## config.mk

```make
export PLATFORM = sky130hd
export DESIGN_NAME = fp_sum_seq
export DESIGN_NICKNAME = d
export VERILOG_FILES = /design/src/rtl/fp_sum_seq.sv
export SDC_FILE = /design/constraint.sdc
export NUM_CORES = 1
export LEC_CHECK = 0
export BUFFER_PORTS_ARGS = -buffer_cell sky130_fd_sc_hd__clkbuf_2
export CAP_MARGIN = 25
export CORE_MARGIN = 2
export CORE_UTILIZATION = 40
export DETAILED_ROUTE_END_ITERATION = 8
export GPL_TIMING_DRIVEN = 0
export HOLD_SLACK_MARGIN = 0.08
export PLACE_DENSITY = 0.65
export SYNTH_ARGS = -nofsm -noshare
export SYNTH_HDL_FRONTEND = slang
export SYNTH_SLANG_ARGS = --single-unit
export TNS_END_PERCENT = 20
```

## constraint.sdc

```tcl
create_clock -name clk -period 4.6 [get_ports clk]
set_clock_uncertainty 0.1 [all_clocks]
set_input_delay 0.23 -clock clk [delete_from_list [all_inputs] [get_ports clk]]
set_output_delay 0.23 -clock clk [all_outputs]
set_load 0.05 [all_outputs]
```

## src/rtl/fp_sum_seq.sv

```systemverilog
// Sequencer that folds a small buffer of FP32 words into one sum by driving an
// external adder over a request/complete handshake; it performs no arithmetic itself.
module fp_sum_seq #(
  parameter int DEPTH = 8,
  parameter int AW    = 3
) (
  input  logic          clk,
  input  logic          rst_n,
  input  logic          wr_en,
  input  logic [31:0]   wr_data,
  input  logic          clr,
  input  logic          start,
  output logic          full,
  output logic          busy,
  output logic          done,
  output logic [31:0]   sum,
  output logic [AW:0]   count,
  output logic [31:0]   add_a,
  output logic [31:0]   add_b,
  output logic          add_r_i,
  input  logic [31:0]   add_res,
  input  logic          add_r_o,
  output logic [2:0]    dbg_state
);

  // Adder handshake: add_r_i rises with add_a/add_b valid and stays high, with the
  // operands frozen, until the cycle after the adder's one-cycle add_r_o pulse.
  localparam logic [2:0] S_IDLE  = 3'd0;
  localparam logic [2:0] S_FIRST = 3'd1;
  localparam logic [2:0] S_ISSUE = 3'd2;
  localparam logic [2:0] S_WAIT  = 3'd3;
  localparam logic [2:0] S_FIN   = 3'd4;

  localparam logic [AW:0] DEPTH_C = (AW+1)'(DEPTH);
  localparam logic [AW:0] ONE     = {{AW{1'b0}}, 1'b1};

  logic [2:0]  state_q, state_d;
  logic [AW:0] count_q, count_d;
  logic [AW:0] idx_q, idx_d;
  logic [31:0] acc_q, acc_d;
  logic [31:0] sum_q, sum_d;
  logic [31:0] add_a_q, add_a_d;
  logic [31:0] add_b_q, add_b_d;
  logic        req_q, req_d;
  logic        done_q, done_d;
  logic        mem_we;
  logic [31:0] mem_q [DEPTH];

  always_comb begin
    state_d = state_q;
    count_d = count_q;
    idx_d   = idx_q;
    acc_d   = acc_q;
    sum_d   = sum_q;
    add_a_d = add_a_q;
    add_b_d = add_b_q;
    req_d   = req_q;
    done_d  = 1'b0;
    mem_we  = 1'b0;
    case (state_q)
      S_IDLE: begin
        if (clr) begin
          count_d = '0;
        end else if (wr_en && (count_q != DEPTH_C)) begin
          mem_we  = 1'b1;
          count_d = count_q + ONE;
        end
        if (start) state_d = S_FIRST;
      end
      S_FIRST: begin
        if (count_q == '0) begin
          sum_d   = '0;
          state_d = S_FIN;
        end else if (count_q == ONE) begin
          sum_d   = mem_q[0];
          state_d = S_FIN;
        end else begin
          acc_d   = mem_q[0];
          idx_d   = ONE;
          state_d = S_ISSUE;
        end
      end
      S_ISSUE: begin
        add_a_d = acc_q;
        add_b_d = mem_q[idx_q[AW-1:0]];
        req_d   = 1'b1;
        state_d = S_WAIT;
      end
      S_WAIT: begin
        if (add_r_o) begin
          acc_d = add_res;
          req_d = 1'b0;
          if (idx_q == count_q - ONE) begin
            sum_d   = add_res;
            state_d = S_FIN;
          end else begin
            idx_d   = idx_q + ONE;
            state_d = S_ISSUE;
          end
        end
      end
      S_FIN: begin
        done_d  = 1'b1;
        state_d = S_IDLE;
      end
      default: state_d = S_IDLE;
    endcase
  end

  always_ff @(posedge clk or negedge rst_n) begin
    if (!rst_n) begin
      state_q <= S_IDLE;
      count_q <= '0;
      idx_q   <= '0;
      acc_q   <= '0;
      sum_q   <= '0;
      add_a_q <= '0;
      add_b_q <= '0;
      req_q   <= 1'b0;
      done_q  <= 1'b0;
    end else begin
      state_q <= state_d;
      count_q <= count_d;
      idx_q   <= idx_d;
      acc_q   <= acc_d;
      sum_q   <= sum_d;
      add_a_q <= add_a_d;
      add_b_q <= add_b_d;
      req_q   <= req_d;
      done_q  <= done_d;
    end
  end

  // Operand storage needs no reset: only entries below count are ever read.
  always_ff @(posedge clk) begin
    if (mem_we) mem_q[count_q[AW-1:0]] <= wr_data;
  end

  assign full      = (count_q == DEPTH_C);
  assign busy      = (state_q != S_IDLE);
  assign done      = done_q;
  assign sum       = sum_q;
  assign count     = count_q;
  assign add_a     = add_a_q;
  assign add_b     = add_b_q;
  assign add_r_i   = req_q;
  assign dbg_state = state_q;

endmodule

```

# [Yosys cells after proc, flatten, opt, wreduce, memory -nomap -nowiden]
# Memories as Yosys holds them, arrays and structs flattened. A register that Yosys moved wholly into a read port is not among the register bits.
# Cells that the tools add are included.
[totals] reg_bits=109 mem_bits_rw=256 input_bits=70 elab_cells=71 n_memories=1
[mem_list] name="mem_q" words=8 width=32 read_ports=2 rd_ports_with_merged_regs=1 wr=1 line_no="47" text="logic [31:0] mem_q [DEPTH];"
[classes] n_addsub=3 eq_ne=15 mux=30 reduce_logical=14
[op_table] op="32-bit 2-to-1 mux" n=7
[op_table] op="32-bit case mux with 2 select lines" n=2
[op_table] op="4-bit 2-to-1 mux" n=6
[op_table] op="3-bit 2-to-1 mux" n=5
[op_table] op="2-bit != test (second input constant)" n=6
[op_table] op="3-bit case mux with 4 select lines" n=1
[op_table] op="4-bit by 1-bit adder with 4-bit output (second input constant)" n=2
[op_table] op="4-bit case mux with 2 select lines" n=1
[op_table] op="4-bit AND reduction" n=2
[op_table] op="1-bit 2-to-1 mux" n=7
[op_table] op="3-bit by 2-bit == test with 1-bit output (second input constant)" n=2
[op_table] op="2-bit AND reduction" n=3
[op_table] op="2-bit nonzero test" n=3
[op_table] op="5-bit AND reduction" n=1
[op_table] op="4-bit by 1-bit == test with 1-bit output (second input constant)" n=1
[op_table] op="4-bit == test" n=1
[op_table] op="4-bit == test (second input constant)" n=1
[op_table] op="4-bit zero test" n=1
[op_table] op="4-bit != test (second input constant)" n=1
[op_table] op="4-bit by 1-bit subtractor with 4-bit output (second input constant)" n=1
[op_table] op="3-bit by 1-bit == test with 1-bit output (second input constant)" n=1
[op_table] op="3-bit == test (second input constant)" n=1
[op_table] op="3-bit zero test" n=1
[op_table] op="3-bit != test (second input constant)" n=1
[op_table] op="other kinds (4)" n=4

# [Logic depth before layout (Yosys ltp)]
[logic_depth] depth_word=7 mapped_depth=9

# [Worst setup path after synthesis]
# Ideal clock, no wire load.
[synth_path] path_kind="register to register" start="register count_q[1], in the netlist count[1]" end="memory mem_q[1][0], enable pin" setup_time_ns=0.461 t_arrival_ns=4.055 required_ns=4.039 slack_ns=-0.016 path_stages_with_launch=8 path_buffers=1 synth_period_minus_slack_ns=4.616 cell_sequence="dfrtp_1 -> inv_1 -> ha_1 -> nand3b_1 -> and2_1 -> clkbuf_1 -> nand3_1 -> nor3_1"
[synth_via] elab_chain_len=7
[synth_rtl] element="start, declared" line_no="38" text="logic [AW:0] count_q, count_d;"
[synth_rtl] element="start signal, assigned" line_no="123" text="count_q <= count_d;"
[synth_rtl] element="4-bit != test" line_no="64" text="end else if (wr_en && (count_q != DEPTH_C)) begin"
[synth_rtl] element="1-bit logical AND" line_no="64"
[synth_rtl] element="1-bit 2-to-1 mux" line_no="64"
[synth_rtl] element="1-bit 2-to-1 mux" line_no="62" text="if (clr) begin"
[synth_rtl] element="1-bit 2-to-1 mux" line_no="60" text="case (state_q)"
[synth_rtl] element="1-bit 2-to-1 mux" line_no="136" text="if (mem_we) mem_q[count_q[AW-1:0]] <= wr_data;"
[synth_rtl] element="1-bit 2-to-1 mux (implied by the code)" line_no="136"
[synth_rtl] element="end, declared" line_no="47"
# Parallel ways exist; a longest one is shown, timed or not.

# [Final worst setup path]
[layout_path] start="register count_q[1], in the netlist count[1]" end="memory mem_q[0][27], enable pin"
# The elaborated chain is that of the path after synthesis.

==> impl_metrics.tcl <==
set metrics [dict create \
    max_slew_margin_pct 39.12 \
    hold_viol 0 \
    min_period_ns 3.507 \
    drc_errors 0 \
    path_clk_slew_ns 0.06 \
    setup_tns_ns 0 \
    crit_required_ns 4.74 \
    core_mm2 0.03865 \
    tritoncts "built" \
    syn-cell-area_mm2 0.01566 \
    synth_area_leaders "edfxtp_1, dfrtp_1, mux4_2, mux2_2, mux2i_1" \
    max-cap-violations 0 \
    grt_max_degree 109 \
    area_growth_pct 24.63 \
    crit_arrival_ns 3.65 \
    synth_top_flop_cell "edfxtp_1" \
    path_max_fanout 10 \
    ant_nets 0 \
    cts_sinks 397 \
    tightest_slew_ns 0.9131 \
    rsz0062_at_grt "no" \
    yosys.area.top_type "edfxtp_1" \
    ir_worst_vdd_mv 0.2723 \
    htreeDepth 2 \
    dp_hpwl_um 27790 \
    rows 72 \
    wirelength_met1_um 16960 \
    cts_buffers 39 \
    routabilityCongestion 0.8188 \
    syn_avg_cell_area_um2 16.26 \
    root_buffer "clkbuf_16" \
    slowest_delay_ns 0.76 \
    num_antenna_cells 0 \
    synth_nets 1037 \
    setup_viol_count_final 0 \
    synth_cells 963 \
    static-leakage-power_nw 7.229 \
    period_share_pct 76.24 \
    dr_wl_met3_um 2577 \
    wl_um 38970 \
    grt_pass1_wl_um 59370 \
    synth_edf_count 256 \
    wl_met2_um 18610 \
    ys_seq_area_share_pct 71.63 \
    overflow 0 \
    die_x_um 201.9 \
    post_cts_resized 0 \
    pin_count 177 \
    portBuffers 176 \
    fmax_mhz 285.1 \
    worst_path_max_delay_cell "nor3_2" \
    cts_buffer_depth 3 \
    power_mw 12.71 \
    grt_pass1_vias 9630 \
    critPathCaptureType "flop" \
    vias 9487 \
    drt-initial-drc-count 683 \
    start_util_pct 40.52 \
    final_cell_area_mm2 0.01952 \
    layout.nets 1340 \
    yosysTopAreaCellShare_pct 49.09 \
    ys_async_sr_fraction_pct 35.52 \
    yosysUniqueCellTypes 44 \
    cp_common_cell "buf_6" \
    status "finished, final reports clean" \
    die_y_um 201.9 \
    wl_per_cell_um 21.50 \
    firstDrtPassIters 4 \
    vias_per_cell 5.233 \
    maxSlewViolCount 0 \
    highest_layer "met5" \
    critPathLaunchType "flop" \
    yosysWarnings 0 \
    timing_worst_setup_path_type "flop to flop" \
    antenna_found_initial 3 \
    ys_ff_latch 397 \
    crit_chain "inv_1 > ha_1 > nand3b_1 > and2_1 > clkbuf_1 > nand3_1 > nor3_2 > buf_6 > buf_6" \
    layout-drive-gt1-share_pct 30.81 \
    powerDensity_mw_per_mm2 651.2 \
    grtUsageTotal_pct 19.26 \
    min_path_type "flop to flop" \
    hold_ws_ns 0.3985 \
    post-route-util_pct 50.50 \
    placed_cell_area_mm2 0.01751 \
    clk_latency_ns 0.53 \
    dieArea_mm2 0.04075 \
]
[worst max-delay path, delay by kind of cell, from the launching register on]
kind                       cells  cell delay, ns
adders and majority gates      1            0.30
DFF                            1            0.56
buffers and inverters          4            0.84
and+or+nand+nor                4            1.41
[area by class of cell]
class	count	area [um^2]
well taps	518	648.1
clock inverters	13	193.9
flip-flops and latches	397	11220
multi-input cells	497	4198
repair buffers	262	1892
inverters	6	22.52
fillers	3195	19130
plain buffers	63	277.8
clock buffers	57	1067
[state kept, by name, summed over array words and instances (netlist names)]
signal	count
count	4
done	1
add_b	32
idx_q	4
add_a	32
add_r_i	1
dbg_state	3
mem_q	256
sum	32
acc_q	32
[routing by layer]
layer | global-route usage, % | up-vias
met1 | 26.59 | 4845
met5 | 0 | -
met3 | 4.482 | 54
li1 | - | 4287
met4 | 5.305 | 6
met2 | 30.83 | 295
[where the power goes]
part | internal (mW) | total, mW | switching, mW
clock | 1.89 | 3.20 | 1.30
sequential | 4.44 | 4.85 | 0.406
combinational | 1.53 | 4.66 | 3.13
[worst paths after layout]
| path | startpoint | endpoint | slack [ns] | depth (start not counted) |
|---|---|---|---|---|
| max reg2reg | count[1] | mem_q[0][27] | 1.09 | 9 |
| min | add_r_i | add_r_i | 0.40 | 1 |
| min in group asynchronous | rst_n | add_b[0] | 0.54 | 3 |
| max | count[1] | mem_q[0][27] | 1.09 | 9 |
| max in group asynchronous | rst_n | add_b[6] | 3.06 | 4 |
| min reg2reg | add_r_i | add_r_i | 0.40 | 1 |
[cell usage in the layout (no fill, tap or decap), drive strengths merged, types with 3 or more instances in the layout]
cell type	n
a31oi	33
mux2i	32
a22oi	32
dfrtp	141
nand2	71
nand2b	3
bufinv	5
mux2	32
ha	4
mux4	64
or3	3
and2	3
edfxtp	256
nand3	37
buf	42
inv	7
dlygate4sd3	71
clkinv	6
nor2	79
a21oi	35
clkbuf	269
o21ai	41
nor2b	3
nor3	4
[Yosys cell counts (all sizes together) (2+ instances only)]
library cell and n:
a21boi 2, a21oi 35, a22oi 32, a31oi 33, and2 3, buf 27, clkbuf 36, dfrtp 141
edfxtp 256, ha 4, inv 6, mux2 32, mux2i 32, mux4 64, nand2 71, nand2b 3
nand3 37, nor2 79, nor2b 3, nor3 4, o21ai 41, or3 3, xnor2 2, xor2 2
[metrics by stage]
stage / worst slack [ns] / std cells
6_report: 1.093 / 1813
5_1_grt: 0.8137 / 1813
4_1_cts: 1.036 / 1812
3_5_place_dp: 1.072 / 1670
3_3_place_gp: -2.009 / 1657
2_1_floorplan: -0.01600 / 963
[repair_timing]
| item | CTS | global route |
|---|---|---|
| hold buffers | 72 | 0 |
| hold endpoints to repair | 468 | 0 |
| buffers inserted | 0 | 0 |
[cell families (layout without fill, tap and decap cells)]
| family | count (synthesis) | in the layout | synth area share [%] |
|---|---|---|---|
| simple gates | 210 | 210 | 5.785 |
| mux | 128 | 128 | 13.55 |
| flops | 397 | 397 | 71.63 |
| fa+ha+maj | 4 | 4 | 0.3196 |
| buf+inv | 69 | 401 | 1.918 |
| compound gates | 150 | 150 | 6.432 |
| xor+xnor | 5 | 5 | 0.3676 |
(Power assumes the default switching activity.)
